--- src/rtl/hit_judge_ctrl.sv ---
// Rhythm-game timing-window judge: times early/perfect/late windows per note and issues
// one-cycle judgement codes plus a saturating combo. Optional macro: JUDGE_AUTOPLAY_EN.
module hit_judge_ctrl #(
    parameter int GOOD_WIN    = 4,
    parameter int PERFECT_WIN = 2
) (
    input  logic       clk,
    input  logic       reset,
    input  logic       tick,
    input  logic       note_valid,
    input  logic       btn,
    output logic [1:0] judge,
    output logic       judge_valid,
    output logic [7:0] combo,
    output logic       busy,
    output logic       overrun_err
);

    localparam int MAX_WIN = (GOOD_WIN > PERFECT_WIN) ? GOOD_WIN : PERFECT_WIN;
    localparam int CW      = $clog2(MAX_WIN + 1);
    localparam logic [CW-1:0] GOOD_LAST    = CW'(GOOD_WIN - 1);
    localparam logic [CW-1:0] PERFECT_LAST = CW'(PERFECT_WIN - 1);

    typedef enum logic [1:0] {IDLE, EARLY, PERFECT, LATE} state_t;

    state_t        state, state_d;
    logic [CW-1:0] cnt, cnt_d;
    logic          pending, pending_d;
    logic          overrun_d;
    logic          btn_q;
    logic          press;
    logic          autoplay;
    logic          win_end;
    logic          fire;
    logic [1:0]    code;
    logic [7:0]    combo_d;

`ifdef JUDGE_AUTOPLAY_EN
    // Attract mode: the button is ignored and every note scores perfect on PERFECT entry.
    assign press    = 1'b0;
    assign autoplay = 1'b1;
`else
    assign press    = btn & ~btn_q;
    assign autoplay = 1'b0;
`endif

    assign win_end = (state == PERFECT) ? (cnt == PERFECT_LAST) : (cnt == GOOD_LAST);

    // State register plus all registered outputs.
    always_ff @(posedge clk or posedge reset) begin
        // NOTE: sequential state uses non-blocking assignments so every register
        // samples pre-edge values regardless of statement order.
        if (reset) begin
            state       <= IDLE;
            cnt         <= '0;
            pending     <= 1'b0;
            btn_q       <= 1'b0;
            judge       <= 2'b00;
            judge_valid <= 1'b0;
            combo       <= 8'd0;
            overrun_err <= 1'b0;
        end else begin
            state       <= state_d;
            cnt         <= cnt_d;
            pending     <= pending_d;
            btn_q       <= btn;
            judge       <= fire ? code : 2'b00;
            judge_valid <= fire;
            combo       <= combo_d;
            overrun_err <= overrun_d;
        end
    end

    // Next-state logic. A press outranks a same-edge window advance.
    always_comb begin
        // NOTE: defaulting every comb output first prevents latch inference on
        // paths that do not assign it.
        state_d   = state;
        cnt_d     = cnt;
        pending_d = pending;
        overrun_d = overrun_err;
        if (state == IDLE) begin
            if (note_valid || pending) begin
                state_d   = EARLY;
                cnt_d     = '0;
                // A pending note is consumed; a simultaneous fresh note takes its slot.
                pending_d = pending & note_valid;
            end
        end else begin
            if (note_valid) begin
                pending_d = 1'b1;
                if (pending) overrun_d = 1'b1;
            end
            if (fire) begin
                state_d = IDLE;
                cnt_d   = '0;
            end else if (tick) begin
                if (win_end) begin
                    cnt_d = '0;
                    unique case (state)
                        EARLY:   state_d = PERFECT;
                        PERFECT: state_d = LATE;
                        default: state_d = IDLE;
                    endcase
                end else begin
                    cnt_d = cnt + 1'b1;
                end
            end
        end
    end

    // Judgement decode and combo update.
    always_comb begin
        fire = 1'b0;
        code = 2'b00;
        unique case (state)
            EARLY:   if (press) begin fire = 1'b1; code = 2'b01; end
            PERFECT: if (press || autoplay) begin fire = 1'b1; code = 2'b11; end
            LATE: begin
                if (press) begin
                    fire = 1'b1;
                    code = 2'b10;
                end else if (tick && win_end) begin
                    fire = 1'b1;
                    code = 2'b00;
                end
            end
            default: ;
        endcase

        combo_d = combo;
        if (fire) begin
            if (code == 2'b00)       combo_d = 8'd0;
            else if (combo != 8'hFF) combo_d = combo + 8'd1;
        end

        busy = (state != IDLE);
    end

endmodule

--- config.mk ---
export PLATFORM = sky130hd
export DESIGN_NAME = hit_judge_ctrl
export DESIGN_NICKNAME = d
export VERILOG_FILES = /design/src/rtl/hit_judge_ctrl.sv
export SDC_FILE = /design/constraint.sdc
export NUM_CORES = 1
export LEC_CHECK = 0
export ABC_AREA = 1
export CAP_MARGIN = 5
export CORE_AREA = 2 2 65 67
export CTS_BUF_LIST = sky130_fd_sc_hd__clkbuf_8
export DETAILED_ROUTE_END_ITERATION = 10
export DIE_AREA = 0 0 67 69
export PLACE_DENSITY = 0.48
export SLEW_MARGIN = 20
export SYNTH_ARGS = -nofsm -noshare
export SYNTH_HDL_FRONTEND = slang
export SYNTH_SLANG_ARGS = --single-unit
--- constraint.sdc ---
create_clock -name clk -period 4.94 [get_ports clk]
set_input_delay 0.988 -clock clk [delete_from_list [all_inputs] [get_ports clk]]
set_output_delay 0.988 -clock clk [all_outputs]
set_load 0.005 [all_outputs]
# [Yosys cells after proc, flatten, opt, wreduce, memory -nomap -nowiden]
# Cells that the tools add are included.
[word_totals] output_inout_bits=13 wordCells=62 input_bits=5 ff_bits=19
[op_classes] n_addsub=2 n_eq_ne=7 n_reduce_logical=15 n_mux=26 n_bitwise=4
[op_table] operator="$mux W2" n=8
[op_table] operator="$mux W8" n=2
[op_table] operator="$mux W3" n=5
[op_table] operator="$add A8 B1 Y8 const B" n=1
[op_table] operator="$mux W1" n=8
[op_table] operator="$ne A8 B8 Y1 const B" n=1
[op_table] operator="$pmux W2 S3" n=1
[op_table] operator="$reduce_and A2 Y1" n=3
[op_table] operator="$reduce_and A3 Y1" n=2
[op_table] operator="$reduce_bool A2 Y1" n=3
[op_table] operator="$reduce_bool A3 Y1" n=2
[op_table] operator="$eq A2 B2 Y1 const B" n=2
[op_table] operator="$logic_not A2 Y1" n=2
[op_table] operator="$pmux W2 S2" n=1
[op_table] operator="$add A3 B1 Y3 const B" n=1
[op_table] operator="$eq A3 B1 Y1 const B" n=1
[op_table] operator="$eq A3 B2 Y1 const B" n=1
[op_table] operator="$and A1 B1 Y1" n=2
[op_table] operator="$eq A2 B1 Y1 const B" n=1
[op_table] operator="$ne A2 B1 Y1 const B" n=1
[op_table] operator="$not A1 Y1" n=2
[op_table] operator="$pmux W1 S2" n=1
[op_table] operator="$reduce_or A2 Y1" n=1
[op_table] operator="$logic_and A1 B1 Y1" n=1
[op_table] operator="$logic_or A1 B1 Y1" n=1

# [Longest topological paths before layout]
[logic_depth] ltp_word=8 mapped_depth=13 depth_no_buf=13

# [Worst setup path before layout]
# No wires, ideal clock.
[synth_timing] path_kind="in2reg" from="input btn" to="register combo[0]" stages=9 arrival_time_ps=1764 path_slack_ps=3102 path_buffers=1 path_cell_list="inv_2 > nor3_2 > o31ai_2 > inv_2 > nand2_2 > nand2_4 > buf_12 > nand2_2 > o21ai_2"
[synth_via] elab_chain_cells=6
[synth_lines] item="start: declaration" line="11" text="input logic btn,"
[synth_lines] item="$and A1 B1 Y1 (*)" line="43" text="assign press = btn & ~btn_q;"
[synth_lines] item="$mux W2, or another cell as far along" line="118" text="PERFECT: if (press || autoplay) begin fire = 1'b1; code = 2'b11; end"
[synth_lines] item="$pmux W2 S3" line="116" text="unique case (state)"
[synth_lines] item="$logic_not A2 Y1" line="133" text="if (code == 2'b00) combo_d = 8'd0;"
[synth_lines] item="$reduce_bool A2 Y1 (no source line)"
[synth_lines] item="$reduce_and A2 Y1 (no source line)"
[synth_lines] item="end signal: assignment" line="69" text="combo <= combo_d;"
[synth_lines] item="end: declaration" line="14" text="output logic [7:0] combo,"
# Mark *: on every way between the ends. The rest lies on a longest branch, timed or not.
# A chain may end at the register's enable or synchronous reset.

# [Final worst setup path]
[layout_timing] from="register state[0]" to="output busy"
[layout_via] elab_chain_cells=1
[layout_lines] item="start: declaration" line="26" text="state_t state, state_d;"
[layout_lines] item="start signal: assignment" line="63" text="state <= state_d;"
[layout_lines] item="$reduce_bool A2 Y1" line="137" text="busy = (state != IDLE);"
[layout_lines] item="end: declaration" line="15" text="output logic busy,"
# No other way between the ends.

==> results.json <==
{
  "status": "completed",
  "number_of_buffers_inserted_by_hold_repair_at_cts": 0,
  "synth_enable_flop_cells": 0,
  "postRouteAntennaNets": 0,
  "clock_path_buffers": 2,
  "critPathLaunchType": "flip-flop",
  "place.gp.congestion": 0.820,
  "clock_latency_ns": 0.25,
  "grt.met3_usage_pct": 1.96,
  "cp_data_required_time_ns": 3.95,
  "design_power_total_mw": 0.528,
  "fin_util_pct": 36.0,
  "postSynthRegisterBits": 19,
  "number_of_global_route_vias_before_repair": 886,
  "worst-r2r-cell-count": 10,
  "layout.cells.non_filler": 204,
  "grt_start_max_net_pins": 20,
  "power_density_mw_per_mm2": 375,
  "final-setup-viol-count": 0,
  "cts.reportedPaths.clkPinSlew_ns": 0.07,
  "fmaxAchievable_mhz": 371,
  "synth.distinct_cells": 25,
  "gr-usage-met1_pct": 13.8,
  "hold_path_depth": 1,
  "die_area_mm2": 0.00462,
  "design.portCount": 18,
  "overflow": 0,
  "count_of_unresolved_drc_violations_after_routing": 0,
  "footprint_of_the_multi_input_gates_um2": 589,
  "timing_worst_setup_path_type": "reg2out",
  "layout_worst_path_cycle_share_pct": 54.5,
  "timing.final.max_slew_violations": 0,
  "grt_busiest_layer": "met2",
  "synth_seq_area_share_pct": 41.3,
  "vdd_ir_drop_max_mv": 0.169,
  "timing.critical_path.arrival_ns": 1.70,
  "core_mm2": 0.00391,
  "synth_area_per_cell_um2": 8.59,
  "cellLeakagePower_nw": 0.646,
  "grtUsageTotal_pct": 10.3,
  "routed-via-count": 909,
  "drt-vias-per-instance": 4.46,
  "post_route_cells_drive_above_1_share_pct": 20.1,
  "area_delta_synth_final_pct": 22.4,
  "cts_tree": "built",
  "slew_headroom_pct": 49.9,
  "placedInstanceArea_mm2": 0.00136,
  "dieWidth_um": 67,
  "min_path_type": "reg2reg",
  "hpwlAfterDp_mm": 1.66,
  "syn_inst": 134,
  "synth_warnings": 0,
  "initial_core_util_pct": 29.4,
  "final_cell_area_mm2": 0.00141,
  "worst_slew_pin_slew_ns": 0.750,
  "drt_pass1_iterations": 4,
  "grt_antenna_before_repair": 0,
  "postSynth.asyncResetShare_pct": 100,
  "timing_hold_violations_final": 0,
  "grt_first_pass_wirelength_mm": 3.75,
  "htree_depth": 1,
  "cts_root_buf": "sky130_fd_sc_hd__clkbuf_8",
  "routed_wire_length_per_instance_um": 10.3,
  "fin_tns_setup_ns": 0,
  "crit_fanout": 7,
  "fp-row-count": 23,
  "cts_setup_buffers": 0,
  "drt_iter0_drc": 57,
  "place.detailed.instances": 200,
  "numPortBuffers": 17,
  "crit_end_element": "output pin",
  "chipHeight_um": 69,
  "tritoncts.num_buffers": 3,
  "synth.cell_area_mm2": 0.00115,
  "synth_fp_nets": 145,
  "layout.nets": 166,
  "rsz0062_at_grt": "false",
  "wl_mm": 2.11,
  "post_cts_resize_count": 0,
  "ys_dominant_reg_cell": "sky130_fd_sc_hd__dfrtp_1",
  "final_period_minus_worst_setup_slack_ns": 2.69,
  "fillCellCount": 442,
  "fin_skew_ns": 0.00303,
  "clock_sinks": 19,
  "diodes": 0,
  "max_cap_violations": 0,
  "use_met2_pct": 16.0,
  "layout.area.seq_um2": 475
}
-- state kept, by name, summed over array words and instances (netlist names) --
signal / flops
combo: 8
cnt: 3
judge: 2
state: 2
btn_q: 1
judge_valid: 1
overrun_err: 1
pending: 1
-- metrics by stage --
stage          hold WS (ns)  worst slack (ns)
3_5_place_dp          0.461              2.39
2_1_floorplan         0.468              3.10
6_report              0.477              2.25
3_3_place_gp          0.459              2.44
5_1_grt               0.492              2.16
4_1_cts               0.482              2.24
-- cell type report --
class / count / share of cell area (%)
Clock inverter: 1 / 0.266
Multi-Input combinational cell: 97 / 41.8
Sequential cell: 19 / 33.7
Tap cell: 50 / 4.44
Inverter: 17 / 4.71
Clock buffer: 3 / 2.93
Timing Repair Buffer: 17 / 12.1
-- synth_stat cells, types with 2 or more instances --
master | n | share of area [%]
sky130_fd_sc_hd__nand3_1 | 8 | 3.5
sky130_fd_sc_hd__o21ai_2 | 5 | 3.8
sky130_fd_sc_hd__nand2_2 | 8 | 4.3
sky130_fd_sc_hd__ha_1 | 6 | 6.5
sky130_fd_sc_hd__o21ai_1 | 5 | 2.2
sky130_fd_sc_hd__nor2_1 | 9 | 2.9
sky130_fd_sc_hd__nand4_1 | 5 | 2.7
sky130_fd_sc_hd__xor2_1 | 3 | 2.3
sky130_fd_sc_hd__o21ai_0 | 4 | 1.7
sky130_fd_sc_hd__or2_2 | 2 | 1.1
sky130_fd_sc_hd__nand2_4 | 2 | 2.0
sky130_fd_sc_hd__xnor2_1 | 2 | 1.5
sky130_fd_sc_hd__inv_1 | 12 | 3.9
sky130_fd_sc_hd__dfrtp_1 | 19 | 41
sky130_fd_sc_hd__nand2_1 | 30 | 9.8
sky130_fd_sc_hd__nor3_2 | 2 | 1.7
sky130_fd_sc_hd__inv_2 | 4 | 1.3
-- layer usage --
metal / share of wire [%] / wire, um / up-vias
li1: - / - / 472
met1: 47 / 996 / 417
met2: 47 / 996 / 15
met3: 3.7 / 79 / 5
met4: 1.8 / 38 / 0
met5: 0 / 0 / -
-- layout by cell type, fill, tap and decap left out, types with 2 or more instances in the layout --
master and n:
sky130_fd_sc_hd__nand2_1 30, sky130_fd_sc_hd__dfrtp_1 19, sky130_fd_sc_hd__clkdlybuf4s50_1 17, sky130_fd_sc_hd__inv_1 13, sky130_fd_sc_hd__nor2_1 9, sky130_fd_sc_hd__nand3_1 8
sky130_fd_sc_hd__nand2_2 8, sky130_fd_sc_hd__ha_1 6, sky130_fd_sc_hd__o21ai_1 5, sky130_fd_sc_hd__o21ai_2 5, sky130_fd_sc_hd__nand4_1 5, sky130_fd_sc_hd__inv_2 4
sky130_fd_sc_hd__o21ai_0 4, sky130_fd_sc_hd__xor2_1 3, sky130_fd_sc_hd__clkbuf_8 3, sky130_fd_sc_hd__nor3_2 2, sky130_fd_sc_hd__nand2_4 2, sky130_fd_sc_hd__or2_2 2
sky130_fd_sc_hd__xnor2_1 2
-- worst paths after layout --
kind | from | to | slack [ns]
max | state[0] | busy | 2.25
min | overrun_err | overrun_err | 0.48
max reg2reg | state[0] | combo[4] | 3.07
min reg2reg | overrun_err | overrun_err | 0.48
max in group asynchronous | reset | cnt[0] | 3.31
min in group asynchronous | reset | cnt[1] | 1.16
-- cell families after synthesis --
group / count (synthesis) / share of synthesized area [%]
simple gates: 69 / 31.0
compound gates: 17 / 9.89
fa+ha+maj: 6 / 6.52
flops: 19 / 41.3
buf+inv: 18 / 7.50
xor+xnor: 5 / 3.81
-- power breakdown --
group	switching [mW]	total, mW	internal [mW]
registers	0.0232	0.204	0.181
clock network	0.0508	0.106	0.0552
logic	0.135	0.218	0.0829
total	0.209	0.528	0.319
-- critical path, stage by stage (launching register included) --
cell	delay, ns
sky130_fd_sc_hd__dfrtp_1	0.41
sky130_fd_sc_hd__inv_1	0.08
sky130_fd_sc_hd__ha_1	0.27
sky130_fd_sc_hd__inv_2	0.16
sky130_fd_sc_hd__clkdlybuf4s50_1	0.52
(Power assumes the default switching activity.)
